==> src/rtl/adc_scan_avg_if.sv <==
// Command/response link between the scan sequencer and the modular ADC core.
//
// Handshake semantics:
//   Command: the master raises CMD_VALID with CMD_CHANNEL and holds both stable
//   until it samples CMD_READY high. The transfer happens on the rising edge
//   where CMD_VALID && CMD_READY. The slave may hold CMD_READY low for any
//   number of cycles.
//   Response: RSP_VALID is a one-cycle pulse with no back-pressure. The master
//   only listens for it while a command is outstanding.
interface adc_scan_avg_if #(
  parameter int DATA_W = 12
);
  logic              CMD_VALID;
  logic [4:0]        CMD_CHANNEL;
  logic              CMD_READY;
  logic              RSP_VALID;
  logic [4:0]        RSP_CHANNEL;
  logic [DATA_W-1:0] RSP_DATA;

  modport master (
    output CMD_VALID, CMD_CHANNEL,
    input  CMD_READY, RSP_VALID, RSP_CHANNEL, RSP_DATA
  );

  modport slave (
    input  CMD_VALID, CMD_CHANNEL,
    output CMD_READY, RSP_VALID, RSP_CHANNEL, RSP_DATA
  );
endinterface

==> src/rtl/adc_scan_avg.sv <==
// Multi-channel ADC scan sequencer with a per-channel power-of-two boxcar
// averager. It issues one command per channel over CH_FIRST..CH_FIRST+NUM_CH-1,
// checks the response tag and emits a raw or averaged sample tagged with its
// channel. It supports single and continuous scans, a response timeout, and a
// sticky error flag.
module adc_scan_avg #(
  parameter int NUM_CH   = 8,
  parameter int CH_FIRST = 1,
  parameter int DATA_W   = 12,
  parameter int AVG_LOG2 = 2,
  parameter int TIMEOUT  = 1023
) (
  input  logic              SYS_CLK,
  input  logic              RESET_n,
  input  logic              START,
  input  logic              CONT,
  input  logic              FITER_EN,
  adc_scan_avg_if.master    adc,
  output logic [DATA_W-1:0] DATA,
  output logic [4:0]        DATA_CH,
  output logic              DATA_VALID,
  output logic              BUSY,
  output logic              ERR,
  output logic [1:0]        dbg_state
);

  localparam int D  = 1 << AVG_LOG2;
  localparam int IW = (NUM_CH > 1) ? $clog2(NUM_CH) : 1;
  localparam int PW = (AVG_LOG2 > 0) ? AVG_LOG2 : 1;
  localparam int SW = DATA_W + AVG_LOG2;
  localparam int FW = AVG_LOG2 + 1;
  localparam int CW = $clog2(TIMEOUT + 1);

  typedef enum logic [1:0] {
    S_IDLE = 2'd0,
    S_CMD  = 2'd1,
    S_WAIT = 2'd2,
    S_CALC = 2'd3
  } state_t;

  state_t            state_q, state_d;
  logic [IW-1:0]     idx_q, idx_d;
  logic [CW-1:0]     cnt_q, cnt_d;
  logic              err_q, err_d;
  logic [DATA_W-1:0] rsp_data_q, rsp_data_d;
  logic [4:0]        rsp_ch_q, rsp_ch_d;
  logic [DATA_W-1:0] data_q, data_d;
  logic [4:0]        data_ch_q, data_ch_d;
  logic              data_valid_q, data_valid_d;

  // Per-channel history: circular sample buffer, running sum, write pointer
  // (which is also the oldest entry) and saturating fill count.
  logic [DATA_W-1:0] hist_q [NUM_CH][D];
  logic [DATA_W-1:0] hist_d [NUM_CH][D];
  logic [SW-1:0]     sum_q  [NUM_CH];
  logic [SW-1:0]     sum_d  [NUM_CH];
  logic [PW-1:0]     wptr_q [NUM_CH];
  logic [PW-1:0]     wptr_d [NUM_CH];
  logic [FW-1:0]     fill_q [NUM_CH];
  logic [FW-1:0]     fill_d [NUM_CH];

  logic [4:0]        exp_ch;
  logic [DATA_W-1:0] oldest;
  logic [SW-1:0]     sum_new;
  logic [FW-1:0]     fill_new;
  logic [DATA_W-1:0] avg_val;
  logic              advance;

  // Datapath for the channel being processed: new sum, fill count and average.
  always_comb begin
    exp_ch   = 5'(CH_FIRST) + 5'(idx_q);
    oldest   = hist_q[idx_q][wptr_q[idx_q]];
    sum_new  = sum_q[idx_q] + SW'(rsp_data_q) - SW'(oldest);
    fill_new = (fill_q[idx_q] == FW'(D)) ? fill_q[idx_q] : fill_q[idx_q] + 1'b1;
    avg_val  = DATA_W'(sum_new >> AVG_LOG2);
  end

  // Next-state logic for the scan FSM, history update and output strobe.
  always_comb begin
    state_d      = state_q;
    idx_d        = idx_q;
    cnt_d        = cnt_q;
    err_d        = err_q;
    rsp_data_d   = rsp_data_q;
    rsp_ch_d     = rsp_ch_q;
    data_d       = data_q;
    data_ch_d    = data_ch_q;
    data_valid_d = 1'b0;
    hist_d       = hist_q;
    sum_d        = sum_q;
    wptr_d       = wptr_q;
    fill_d       = fill_q;
    advance      = 1'b0;

    case (state_q)
      S_IDLE: begin
        // START clears the error; CONT alone also launches a scan.
        if (START) begin
          err_d   = 1'b0;
          idx_d   = '0;
          state_d = S_CMD;
        end else if (CONT) begin
          idx_d   = '0;
          state_d = S_CMD;
        end
      end
      S_CMD: begin
        if (adc.CMD_READY) begin
          cnt_d   = '0;
          state_d = S_WAIT;
        end
      end
      S_WAIT: begin
        if (adc.RSP_VALID) begin
          rsp_data_d = adc.RSP_DATA;
          rsp_ch_d   = adc.RSP_CHANNEL;
          state_d    = S_CALC;
        end else if (cnt_q == CW'(TIMEOUT - 1)) begin
          // Response lost: flag it and move on without an output.
          err_d   = 1'b1;
          advance = 1'b1;
        end else begin
          cnt_d = cnt_q + 1'b1;
        end
      end
      S_CALC: begin
        advance = 1'b1;
        if (rsp_ch_q != exp_ch) begin
          err_d = 1'b1;
        end else begin
          hist_d[idx_q][wptr_q[idx_q]] = rsp_data_q;
          sum_d[idx_q]  = sum_new;
          fill_d[idx_q] = fill_new;
          wptr_d[idx_q] = (AVG_LOG2 == 0) ? '0 : wptr_q[idx_q] + 1'b1;
          data_valid_d  = 1'b1;
          data_ch_d     = exp_ch;
          data_d        = (FITER_EN && (fill_new == FW'(D))) ? avg_val : rsp_data_q;
        end
      end
      default: state_d = S_IDLE;
    endcase

    // Step to the next channel, wrap in continuous mode, or finish the scan.
    if (advance) begin
      if (idx_q < IW'(NUM_CH - 1)) begin
        idx_d   = idx_q + 1'b1;
        state_d = S_CMD;
      end else if (CONT) begin
        idx_d   = '0;
        state_d = S_CMD;
      end else begin
        state_d = S_IDLE;
      end
    end
  end

  // State and datapath registers with asynchronous active-low reset.
  always_ff @(posedge SYS_CLK or negedge RESET_n) begin
    if (!RESET_n) begin
      state_q      <= S_IDLE;
      idx_q        <= '0;
      cnt_q        <= '0;
      err_q        <= 1'b0;
      rsp_data_q   <= '0;
      rsp_ch_q     <= '0;
      data_q       <= '0;
      data_ch_q    <= '0;
      data_valid_q <= 1'b0;
      for (int c = 0; c < NUM_CH; c++) begin
        sum_q[c]  <= '0;
        wptr_q[c] <= '0;
        fill_q[c] <= '0;
        for (int e = 0; e < D; e++) begin
          hist_q[c][e] <= '0;
        end
      end
    end else begin
      state_q      <= state_d;
      idx_q        <= idx_d;
      cnt_q        <= cnt_d;
      err_q        <= err_d;
      rsp_data_q   <= rsp_data_d;
      rsp_ch_q     <= rsp_ch_d;
      data_q       <= data_d;
      data_ch_q    <= data_ch_d;
      data_valid_q <= data_valid_d;
      hist_q       <= hist_d;
      sum_q        <= sum_d;
      wptr_q       <= wptr_d;
      fill_q       <= fill_d;
    end
  end

  assign adc.CMD_VALID   = (state_q == S_CMD);
  assign adc.CMD_CHANNEL = exp_ch;
  assign DATA            = data_q;
  assign DATA_CH         = data_ch_q;
  assign DATA_VALID      = data_valid_q;
  assign BUSY            = (state_q != S_IDLE);
  assign ERR             = err_q;
  assign dbg_state       = state_q;

endmodule

==> src/flat_wrapper.sv <==
// flat-port wrapper written by rule: the top's interface ports become plain ports
module adc_scan_avg_flat 
#(
  parameter int NUM_CH   = 8,
  parameter int CH_FIRST = 1,
  parameter int DATA_W   = 12,
  parameter int AVG_LOG2 = 2,
  parameter int TIMEOUT  = 1023
)
  (SYS_CLK, RESET_n, START, CONT, FITER_EN, DATA, DATA_CH, DATA_VALID, BUSY, ERR, dbg_state, adc_CMD_VALID, adc_CMD_CHANNEL, adc_CMD_READY, adc_RSP_VALID, adc_RSP_CHANNEL, adc_RSP_DATA);
  adc_scan_avg_if #(.DATA_W(DATA_W)) adc_i ();
  input  logic SYS_CLK;
  input  logic RESET_n;
  input  logic START;
  input  logic CONT;
  input  logic FITER_EN;
  output logic [DATA_W-1:0] DATA;
  output logic [4:0] DATA_CH;
  output logic DATA_VALID;
  output logic BUSY;
  output logic ERR;
  output logic [1:0] dbg_state;
  output wire logic [$bits(adc_i.CMD_VALID)-1:0] adc_CMD_VALID;
  output wire logic [$bits(adc_i.CMD_CHANNEL)-1:0] adc_CMD_CHANNEL;
  input wire logic [$bits(adc_i.CMD_READY)-1:0] adc_CMD_READY;
  input wire logic [$bits(adc_i.RSP_VALID)-1:0] adc_RSP_VALID;
  input wire logic [$bits(adc_i.RSP_CHANNEL)-1:0] adc_RSP_CHANNEL;
  input wire logic [$bits(adc_i.RSP_DATA)-1:0] adc_RSP_DATA;
  assign adc_CMD_VALID = adc_i.CMD_VALID;
  assign adc_CMD_CHANNEL = adc_i.CMD_CHANNEL;
  assign adc_i.CMD_READY = adc_CMD_READY;
  assign adc_i.RSP_VALID = adc_RSP_VALID;
  assign adc_i.RSP_CHANNEL = adc_RSP_CHANNEL;
  assign adc_i.RSP_DATA = adc_RSP_DATA;
  adc_scan_avg #(.NUM_CH(NUM_CH), .CH_FIRST(CH_FIRST), .DATA_W(DATA_W), .AVG_LOG2(AVG_LOG2), .TIMEOUT(TIMEOUT)) u_core (.SYS_CLK(SYS_CLK), .RESET_n(RESET_n), .START(START), .CONT(CONT), .FITER_EN(FITER_EN), .adc(adc_i), .DATA(DATA), .DATA_CH(DATA_CH), .DATA_VALID(DATA_VALID), .BUSY(BUSY), .ERR(ERR), .dbg_state(dbg_state));
endmodule
==> config.mk <==
export PLATFORM = sky130hd
export DESIGN_NAME = adc_scan_avg_flat
export DESIGN_NICKNAME = d
export VERILOG_FILES = /design/src/rtl/adc_scan_avg_if.sv /design/src/rtl/adc_scan_avg.sv /design/src/flat_wrapper.sv
export SDC_FILE = /design/constraint.sdc
export NUM_CORES = 1
export LEC_CHECK = 0
export ABC_AREA = 1
export CAP_MARGIN = 20
export CORE_MARGIN = 2
export CORE_UTILIZATION = 59
export DETAILED_ROUTE_END_ITERATION = 16
export PLACE_DENSITY_LB_ADDON = 0.3
export SYNTH_ARGS = -nofsm -noshare
export SYNTH_HDL_FRONTEND = slang
export SYNTH_SLANG_ARGS = --single-unit
==> constraint.sdc <==
create_clock -name SYS_CLK -period 5.27 [get_ports SYS_CLK]
set_clock_uncertainty 0.15 [all_clocks]
set_input_delay 1.054 -clock SYS_CLK [delete_from_list [all_inputs] [get_ports SYS_CLK]]
set_output_delay 1.054 -clock SYS_CLK [all_outputs]
set_load 0.005 [all_outputs]
Word level (Yosys, flattened, before mapping)
Index checks and enable logic that the tools add are counted.
{"block": "classes", "bitwise": 3, "reduce_logical": 13, "n_eq_ne": 16, "order_cmp": 5, "muxes": 59, "add_sub_neg": 7}
{"operator": "$bwmux 384", "n": 1}
{"operator": "$bmux 48 s3", "n": 1}
{"operator": "$demux 48 s3", "n": 1}
{"operator": "$mux 48", "n": 3}
{"operator": "$bwmux 112", "n": 1}
{"operator": "$mux 12", "n": 4}
{"operator": "$bmux 14 s3", "n": 1}
{"operator": "$demux 14 s3", "n": 1}
{"operator": "$mux 14", "n": 3}
{"operator": "$mux 10", "n": 3}
{"operator": "$mux 3", "n": 10}
{"operator": "$bmux 12 s2", "n": 1}
{"operator": "$bwmux 24", "n": 1}
{"operator": "$demux 12 s2", "n": 1}
{"operator": "$pmux 10 s2", "n": 1}
{"operator": "$mux 2", "n": 9}
{"operator": "$bwmux 16", "n": 1}
{"operator": "$add 14x12->14", "n": 1}
{"operator": "$sub 14x12->14", "n": 1}
{"operator": "$add 10x1->10 const B", "n": 1}
{"operator": "$eq 10x10->1 const B", "n": 1}
{"operator": "$bmux 3 s3", "n": 1}
{"operator": "$demux 3 s3", "n": 1}
{"operator": "$mux 1", "n": 9}
{"operator": "33 further kinds", "n": 45}
{"block": "totals", "in_bits": 24, "ff_bits": 587, "wordCells": 168, "out_inout_bits": 28}

Logic depth before layout (Yosys ltp)
Gate-level depths: netlist (run 1).
{"block": "logic_depth", "word_depth": 12, "depth_mapped": 30, "mapped_depth_nobuf": 26}

Worst setup path before layout (run 1)
OpenSTA, ideal clock, no wires.
{"block": "synth_path", "kind": "reg-to-reg", "start": "register u_core.idx_q[1]", "end": "register u_core.data_q[6] (netlist: u_core.DATA[6])", "setup_ps": 118, "path_buffers": 5, "period_less_slack_ps": 4031, "path_stages_with_launch": 25, "setup_slack_ps": 1239, "t_arrival_ps": 3764, "required_ps": 5002, "path_cell_list": "dfrtp_1 buf_4 nand2_2 buf_4 inv_2 buf_2 o211ai_1 nand2_1 nor2_1 nand3b_1 buf_2 inv_2 buf_4 nand4_1 nand3_1 nand2_1 fa_1 fa_1 nand3b_1 nand2_1 a21oi_1 xor2_1 nand3_1 nand3_1 nand2_1"}
{"block": "synth_between", "elab_chain_len": 10, "word_cells_on_any_way": 29, "classes_between": "add/sub: 4; eq/ne: 3; mux: 17; bitwise: 3; reduce/logical: 2"}
{"element": "start, declared", "line_no": "adc_scan_avg.sv:42", "text": "logic [IW-1:0] idx_q, idx_d;"}
{"element": "start signal, assigned", "line_no": "adc_scan_avg.sv:179", "text": "idx_q <= idx_d;"}
{"element": "parallel branches: the longest is 10 deep, another holds $add 14x12->14"}
{"element": "end signal, assigned", "line_no": "adc_scan_avg.sv:184", "text": "data_q <= data_d;"}
{"element": "end, declared", "line_no": "adc_scan_avg.sv:47", "text": "logic [DATA_W-1:0] data_q, data_d;"}
Several ways; the timed one is not identified. The select of a mux whose other input is x is not followed.
A chain may end at the register's enable or synchronous reset.

Final worst setup path (run 1)
{"block": "layout_path", "start": "register u_core.idx_q[2]", "end": "register u_core.data_q[10] (netlist: u_core.DATA[10])"}
The elaborated chain is that of the path after synthesis.

==> results of run 1 <==
## worst min-delay path: cells and delay by family, from the launching register on
kind / cells / cell delay (ps)
and+or+nand+nor: 1 / 50
DFF: 1 / 340
AOI/OAI and AO/OA: 1 / 50
## cells in the mapped netlist (6+ instances only)
library cell	instances	area share, %
sky130_fd_sc_hd__nand2_1	1023	14
sky130_fd_sc_hd__dfrtp_1	586	53
sky130_fd_sc_hd__o21ai_0	510	9.2
sky130_fd_sc_hd__nor2_1	270	3.6
sky130_fd_sc_hd__inv_1	169	2.3
sky130_fd_sc_hd__o21ai_1	169	3.0
sky130_fd_sc_hd__buf_2	125	2.2
sky130_fd_sc_hd__clkbuf_1	76	1.0
sky130_fd_sc_hd__nand3_1	69	1.2
sky130_fd_sc_hd__a21oi_1	54	0.97
sky130_fd_sc_hd__o211ai_1	45	1.2
sky130_fd_sc_hd__nand4_1	35	0.79
sky130_fd_sc_hd__ha_1	28	1.3
sky130_fd_sc_hd__nand3_2	24	0.86
sky130_fd_sc_hd__nor3_1	20	0.36
sky130_fd_sc_hd__buf_4	19	0.51
sky130_fd_sc_hd__o2111ai_1	13	0.41
sky130_fd_sc_hd__fa_1	12	0.86
sky130_fd_sc_hd__nand3b_1	10	0.27
sky130_fd_sc_hd__nor2_2	10	0.22
sky130_fd_sc_hd__o31ai_1	10	0.27
sky130_fd_sc_hd__buf_1	8	0.11
sky130_fd_sc_hd__clkbuf_2	8	0.14
sky130_fd_sc_hd__inv_2	8	0.11
sky130_fd_sc_hd__buf_6	7	0.28
sky130_fd_sc_hd__xnor2_1	7	0.22
sky130_fd_sc_hd__nand2_2	6	0.13
## through the flow
stage               cell area, sq um  std cells  total power (W)  util, %
floorplan                      27800       3381           0.0127        -
global placement               28700       3880           0.0169     61.6
detailed placement             28700       3880           0.0170     61.6
CTS                            30800       3987           0.0215     66.1
global route                   30800       3987           0.0231     66.1
finish                         30800       3988           0.0218     66.1
## final cells by class
| cell class | instances | area, sq um | share of cell area, % |
|---|---|---|---|
| well taps | 607 | 759 | 2.47 |
| clock buffers | 91 | 1840 | 5.98 |
| diodes | 1 | 2.50 | 0.00813 |
| multi-input cells | 2374 | 11300 | 36.7 |
| repair buffers | 135 | 1290 | 4.20 |
| clock inverters | 16 | 221 | 0.720 |
| inverters | 178 | 676 | 2.20 |
| flip-flops and latches | 586 | 14700 | 47.7 |
## metal layers
metal / track usage (%) / vias up / share of wire, %
met5: 0 / - / 0
met4: 18.3 / 0 / 5.4
met3: 7.95 / 294 / 11
met2: 52.6 / 1379 / 44
met1: 48.3 / 11800 / 40
li1: - / 10900 / -
## sequential cells by signal, summed over array words and instances (netlist names), 2 cells and up
| signal | cells |
|---|---|
| u_core.cnt_q | 10 |
| u_core.DATA_CH | 4 |
| u_core.fill_q | 24 |
| u_core.hist_q | 384 |
| u_core.dbg_state | 2 |
| u_core.DATA | 12 |
| u_core.rsp_data_q | 12 |
| u_core.sum_q | 112 |
| u_core.idx_q | 3 |
| u_core.rsp_ch_q | 5 |
| u_core.wptr_q | 16 |
## logic make-up (layout without fill, tap and decap cells)
logic type / count (synthesis) / in the layout / synth area share, %
AO/OA/AOI/OAI: 830 / 830 / 15.9
adder cells (fa/ha/maj): 40 / 40 / 2.12
buffers and inverters: 421 / 420 / 6.73
multiplexers: 2 / 2 / 0.0719
AND/OR/NAND/NOR: 1487 / 1487 / 22.0
other: 1 / 3 / 0.0135
XOR/XNOR: 13 / 13 / 0.436
flip-flops: 586 / 586 / 52.7
## worst paths after layout
kind,from,endpoint,slack (ps),depth (start not counted)
worst max-delay path,u_core.idx_q[2]$_DFF_PN0_,u_core.DATA[10]$_DFFE_PN0P_,360,22
worst max register to register,u_core.idx_q[2]$_DFF_PN0_,u_core.DATA[10]$_DFFE_PN0P_,360,22
min in group asynchronous,RESET_n,u_core.hist_q[161]$_DFFE_PN0P_,360,1
worst min register to register,u_core.hist_q[183]$_DFFE_PN0P_,u_core.hist_q[183]$_DFFE_PN0P_,330,2
worst min-delay path,u_core.hist_q[183]$_DFFE_PN0P_,u_core.hist_q[183]$_DFFE_PN0P_,330,2
max in group asynchronous,RESET_n,u_core.fill_q[15]$_DFFE_PN0P_,3350,2
## power by group through the flow
stage | registers, W | clock network [W] | logic (W)
after detailed placement | 0.00611 | 0 | 0.0109
after floorplan | 0.00584 | 0 | 0.00685
after global placement | 0.00608 | 0 | 0.0108
after CTS | 0.00606 | 0.00446 | 0.0110
final | 0.00610 | 0.00442 | 0.0112
after global routing | 0.00618 | 0.00463 | 0.0123
==> impl_summary.log, run 1 <==
INFO  metric run_status = finished clean
INFO  metric cts-root-buf = sky130_fd_sc_hd__clkbuf_16
INFO  metric number_of_nets_still_failing_antenna_checks_after_routing = 0
INFO  metric dieWidth = 221 microns
INFO  metric grt_util_all_layers = 35.2%
INFO  metric vias = 24400
INFO  metric count_of_buffers_inserted_at_the_top_level_ports = 49
INFO  metric post_syn_instances = 3380
INFO  metric critical-path-max-stage-delay = 500 ps
INFO  metric cellInternalPower = 0.0114 W
INFO  metric yosysWarnings = 0
INFO  metric floorplan.rows = 79
INFO  metric final_cell_mix = sky130_fd_sc_hd__nand2_1 (1022), sky130_fd_sc_hd__dfrtp_1 (585), sky130_fd_sc_hd__o21ai_0 (510)
INFO  metric worst_hold_path_type = flop to flop
INFO  metric initial_utilization = 59.8%
INFO  metric grt_max_degree = 124
INFO  metric detailedPlace.worstSlack = 525 ps
INFO  metric antenna_found_initial = 1
INFO  metric first_global_vias = 23700
INFO  metric drt_first_pass_iters = 8
INFO  metric hpwlAfterDp = 53600 microns
INFO  metric tritoncts.num_buffers = 60
INFO  metric gpl.final_weighted_congestion = 0.940
INFO  metric syn_area_per_cell = 8.24 sq um
INFO  metric routed_wire_length_per_instance = 21.5 microns
INFO  metric timing.critical_path.arrival = 5280 ps
INFO  metric comb_power_share = 51.7%
INFO  metric timing.critical_path.max_delay_family = simple AND/OR/NAND/NOR gates
INFO  metric post_cts_hold_buffer_count = 0
INFO  metric worst_margin_pin_slew = 1080 ps
INFO  metric crit_chain = nor2_1, nand2_1, buf_4, nor2_1, nor2_1, nand3b_1, buf_4, inv_2, nand4_1, nand3_1, nand2_1, fa_1, fa_1, nand3b_1, nand2_1, nand3_1, nand3_1, nand2_1, nand2_1, nand3_1, nand3_1, nand2_1
INFO  metric cpMaxStageDelayCell = sky130_fd_sc_hd__dfrtp_1
INFO  metric layout-drive-gt1-share = 7.43%
INFO  metric switching_fraction_of_total_power = 47.8%
INFO  metric maxSlewViolCount = 0
INFO  metric synth-seq-cells = 586
INFO  metric drc = 0
INFO  metric floorplan.core_area = 46600 sq um
INFO  metric fill_cells = 3783
INFO  metric overflow = 0
INFO  metric pwr-share-clk = 20.3%
INFO  metric timing.slew.headroom = 27.9%
INFO  metric cts_tree = yes
INFO  metric crit_path_time_final = 4910 ps
INFO  metric viasPerCell = 6.11
INFO  metric yosysUniqueCellTypes = 54
INFO  metric rsz0062_at_grt = no
INFO  metric ctsHtreeMaxLevel = 2
INFO  metric clkLatencyLatePin = 630 ps
INFO  metric peakVddDrop = 0.000675 V
INFO  metric final.setup.worst_slack = 360 ps
INFO  metric clkSlewWorstSetupHoldPaths = 60 ps
INFO  metric postCtsSetupRepairBufs = 0
INFO  metric setup_total_negative_slack = 0 ps
INFO  metric fin_hold_ws = 329 ps
INFO  metric worstPathMaxFanout = 33
INFO  metric cap_violations = 0
INFO  metric sequential_power_share = 28.0%
INFO  metric critical_path.startpoint_type = flop
INFO  metric num_io_pins = 52
INFO  metric power_leakage = 14.4 nW
INFO  metric design.final.nets = 3399
INFO  metric data_required_critical_path = 5640 ps
INFO  metric violation_count_after_the_first_detailed_routing_iteration = 3127
INFO  metric syn_area = 27800 sq um
INFO  metric async_set_or_reset_register_ratio_after_synthesis = 100%
INFO  metric switching_power_total = 0.0104 W
INFO  metric endpoint_kind = flop
INFO  metric overall_die_area = 48900 sq um
INFO  metric synth-edff-count = 0
INFO  metric post_cts_resized = 0
INFO  metric timing.critical_path.buf_inv = 3
INFO  metric clockBufferDepth = 3
INFO  metric setup.worst_path.class = flop to flop
INFO  metric die_y = 221 microns
INFO  metric cts_sinks = 586
INFO  metric p_per_cell_area = 707 nW/um^2
INFO  metric global_route_wire_length_before_repair = 134000 microns
INFO  metric synth-main-ff-cell = sky130_fd_sc_hd__dfrtp_1
INFO  metric route.final.wire_length = 85700 microns
INFO  metric timing_hold_violations_final = 0
INFO  metric mostFrequentLayoutCell = sky130_fd_sc_hd__nand2_1
INFO  metric flow.area_growth_from_synthesis = 10.5%
INFO  metric achievable-frequency = 0.204 GHz
INFO  metric cpMostUsedCell = sky130_fd_sc_hd__nand2_1
INFO  metric finalCritPeriodShare = 93.2%
INFO  metric synth_sequential_area_ratio = 52.7%
INFO  metric setup_violations = 0
Note: power is estimated with default switching activity, not from simulation.
==> run 2: changes to the inputs <==
REMOVE_ABC_BUFFERS = 1   (was not set)
==> run 2 against run 1 <==
  * Critical path depth fell by 1
  * Sequential cell count is the same
  * First-iteration DRC count grew 10%
  * Clock power decreased by 4%
  * Combinational power about the same
  * Register-to-register slack improved by 50 ps
  * Via count increased by 0.53%
  * Die area unchanged
  * Maximum frequency is 1.1% higher
  * Critical path type unchanged
  * Largest power group unchanged
  * Highest routed layer unchanged
==> impl_summary.log, run 2 (same netlist as run 1, synthesis figures left out) <==
INFO  metric power_leakage = 14.3 nW
INFO  metric worst_hold_path_type = flop to flop
INFO  metric maxSlewViolCount = 0
INFO  metric crit_path_time_final = 4860 ps
INFO  metric floorplan.rows = 79
INFO  metric pwr-share-clk = 19.7%
INFO  metric timing.slew.headroom = 30.8%
INFO  metric timing.critical_path.arrival = 5220 ps
INFO  metric cts_tree = yes
INFO  metric cap_violations = 0
INFO  metric largest_register = u_core.hist_q
INFO  metric setup.worst_path.class = flop to flop
INFO  metric design.final.nets = 3392
INFO  metric worst_margin_pin_slew = 1040 ps
INFO  metric cts_sinks = 586
INFO  metric routed_wire_length_per_instance = 21.5 microns
INFO  metric violation_count_after_the_first_detailed_routing_iteration = 3442
INFO  metric p_per_cell_area = 703 nW/um^2
INFO  metric antenna_cells = 0
INFO  metric switching_power_total = 0.0104 W
INFO  metric dieWidth = 221 microns
INFO  metric data_required_critical_path = 5640 ps
INFO  metric hpwlAfterDp = 54000 microns
INFO  metric route.final.wire_length = 85600 microns
INFO  metric viasPerCell = 6.15
INFO  metric mostFrequentLayoutCell = sky130_fd_sc_hd__nand2_1
INFO  metric achievable-frequency = 0.206 GHz
INFO  metric setup_total_negative_slack = 0 ps
INFO  metric overflow = 0
INFO  metric clockBufferDepth = 3
INFO  metric flow.area_growth_from_synthesis = 9.87%
INFO  metric postCtsSetupRepairBufs = 0
INFO  metric cts-root-buf = sky130_fd_sc_hd__clkbuf_16
INFO  metric drt_first_pass_iters = 7
INFO  metric cpMaxStageDelayCell = sky130_fd_sc_hd__dfrtp_4
INFO  metric number_of_nets_still_failing_antenna_checks_after_routing = 0
INFO  metric grt_util_all_layers = 35.2%
INFO  metric timing_hold_violations_final = 0
INFO  metric critical-path-max-stage-delay = 600 ps
INFO  metric switching_fraction_of_total_power = 48.2%
INFO  metric tritoncts.num_buffers = 59
INFO  metric clkSlewWorstSetupHoldPaths = 70 ps
INFO  metric detailedPlace.worstSlack = 437 ps
INFO  metric count_of_buffers_inserted_at_the_top_level_ports = 49
INFO  metric cellInternalPower = 0.0111 W
INFO  metric overall_die_area = 48900 sq um
INFO  metric post_dp_cell_area = 28600 sq um
INFO  metric first_global_vias = 23300
INFO  metric ctsHtreeMaxLevel = 2
INFO  metric rsz0062_at_grt = no
INFO  metric gpl.final_weighted_congestion = 0.982
INFO  metric run_status = finished clean
INFO  metric endpoint_kind = flop
INFO  metric drc = 0
INFO  metric worstPathMaxFanout = 35
INFO  metric grt_max_degree = 119
INFO  metric registers_with_the_highest_flip_flop_counts = u_core.hist_q: 384 flops, u_core.sum_q: 112 flops, u_core.fill_q: 24 flops
INFO  metric final.setup.worst_slack = 413 ps
INFO  metric finalCritPeriodShare = 92.2%
INFO  metric comb_power_share = 51.2%
INFO  metric crit_chain = inv_6, buf_4, nand2_1, nand3_1, nand2_1, a211oi_1, o21ai_1, buf_4, o211ai_1, nand2_1, fa_1, fa_1, nand3b_1, nand2_1, nand3_1, nand3_1, nand2_1, nand2_1, nand3_1, nand3_1, nand2_1
INFO  metric antenna_found_initial = 0
INFO  metric clkLatencyLatePin = 640 ps
INFO  metric global_route_wire_length_before_repair = 135000 microns
INFO  metric fin_hold_ws = 322 ps
INFO  metric initial_utilization = 59.8%
INFO  metric layout-drive-gt1-share = 7.00%
INFO  metric floorplan.core_area = 46600 sq um
INFO  metric flip_flop_count_of_the_largest_register_after_layout = 384
INFO  metric final_util = 65.7%
INFO  metric critical_path.startpoint_type = flop
INFO  metric num_io_pins = 52
INFO  metric timing.critical_path.buf_inv = 3
INFO  metric peakVddDrop = 0.000705 V
INFO  metric vias = 24500
INFO  metric final_cell_mix = sky130_fd_sc_hd__nand2_1 (1022), sky130_fd_sc_hd__dfrtp_1 (585), sky130_fd_sc_hd__o21ai_0 (510)
INFO  metric setup_violations = 0
INFO  metric die_y = 221 microns
INFO  metric timing.critical_path.max_delay_family = simple AND/OR/NAND/NOR gates
INFO  metric sequential_power_share = 29.1%
INFO  metric cpMostUsedCell = sky130_fd_sc_hd__nand2_1
INFO  metric finalInstanceArea = 30600 sq um
-- run 2: layout make-up --
type,count,area [sq um]
sequential,586,14700
timing repair buffer,129,1230
clock buffer,91,1740
fill,3780,16000
multi-input combinational,2374,11300
clock inverter,15,194
inverter,178,678
tap,607,759
-- run 2: layer usage --
metal | track usage [%] | vias up | part of all wire [%]
met2 | 52.2 | 1456 | 44
li1 | - | 10900 | -
met1 | 50.5 | 11900 | 41
met3 | 7.41 | 248 | 11
met4 | 15.3 | 0 | 4.3
met5 | 0 | - | 0
-- run 2: worst paths after layout --
path | slack [ps] | startpoint | end | depth (start not counted)
max in group asynchronous | 3550 | RESET_n | u_core.sum_q[18]$_DFFE_PN0P_ | 2
worst max register to register | 410 | u_core.idx_q[0]$_DFF_PN0_ | u_core.DATA[10]$_DFFE_PN0P_ | 21
min in group asynchronous | 370 | RESET_n | u_core.hist_q[49]$_DFFE_PN0P_ | 1
worst min-delay path | 320 | u_core.DATA_CH[3]$_DFFE_PN0P_ | u_core.DATA_CH[3]$_DFFE_PN0P_ | 2
worst min register to register | 320 | u_core.DATA_CH[3]$_DFFE_PN0P_ | u_core.DATA_CH[3]$_DFFE_PN0P_ | 2
worst max-delay path | 410 | u_core.idx_q[0]$_DFF_PN0_ | u_core.DATA[10]$_DFFE_PN0P_ | 21
-- run 2: worst register-to-register path: stages, from the launching register on --
cell and delay (ps):
sky130_fd_sc_hd__dfrtp_4 600, sky130_fd_sc_hd__inv_6 200, sky130_fd_sc_hd__buf_4 390, sky130_fd_sc_hd__nand2_1 100, sky130_fd_sc_hd__nand3_1 90, sky130_fd_sc_hd__nand2_1 50, sky130_fd_sc_hd__a211oi_1 170, sky130_fd_sc_hd__o21ai_1 190
sky130_fd_sc_hd__buf_4 240, sky130_fd_sc_hd__o211ai_1 210, sky130_fd_sc_hd__nand2_1 140, sky130_fd_sc_hd__fa_1 550, sky130_fd_sc_hd__fa_1 480, sky130_fd_sc_hd__nand3b_1 170, sky130_fd_sc_hd__nand2_1 170, sky130_fd_sc_hd__nand3_1 120
sky130_fd_sc_hd__nand3_1 100, sky130_fd_sc_hd__nand2_1 50, sky130_fd_sc_hd__nand2_1 260, sky130_fd_sc_hd__nand3_1 120, sky130_fd_sc_hd__nand3_1 140, sky130_fd_sc_hd__nand2_1 60
-- run 2: timing repair --
| item | 4_1_cts | 5_1_grt |
|---|---|---|
| setup endpoints to repair | 0 | 3 |
| resized for setup | 0 | 4 |
| hold buffers | 0 | 0 |
-- run 2: power by group through the flow --
| stage | combinational (W) | sequential, W | clock (W) |
|---|---|---|---|
| final | 0.0110 | 0.00625 | 0.00423 |
| after global routing | 0.0121 | 0.00632 | 0.00447 |
| after CTS | 0.0107 | 0.00620 | 0.00426 |
| after detailed placement | 0.0107 | 0.00626 | 0 |
| after global placement | 0.0105 | 0.00623 | 0 |
| after floorplan | 0.00641 | 0.00606 | 0 |
-- run 2: metrics by stage --
stage | total power [W] | instances
2_1_floorplan | 0.0125 | 3138
3_3_place_gp | 0.0167 | 3874
3_5_place_dp | 0.0169 | 3874
4_1_cts | 0.0212 | 3980
5_1_grt | 0.0229 | 3980
6_report | 0.0215 | 3980
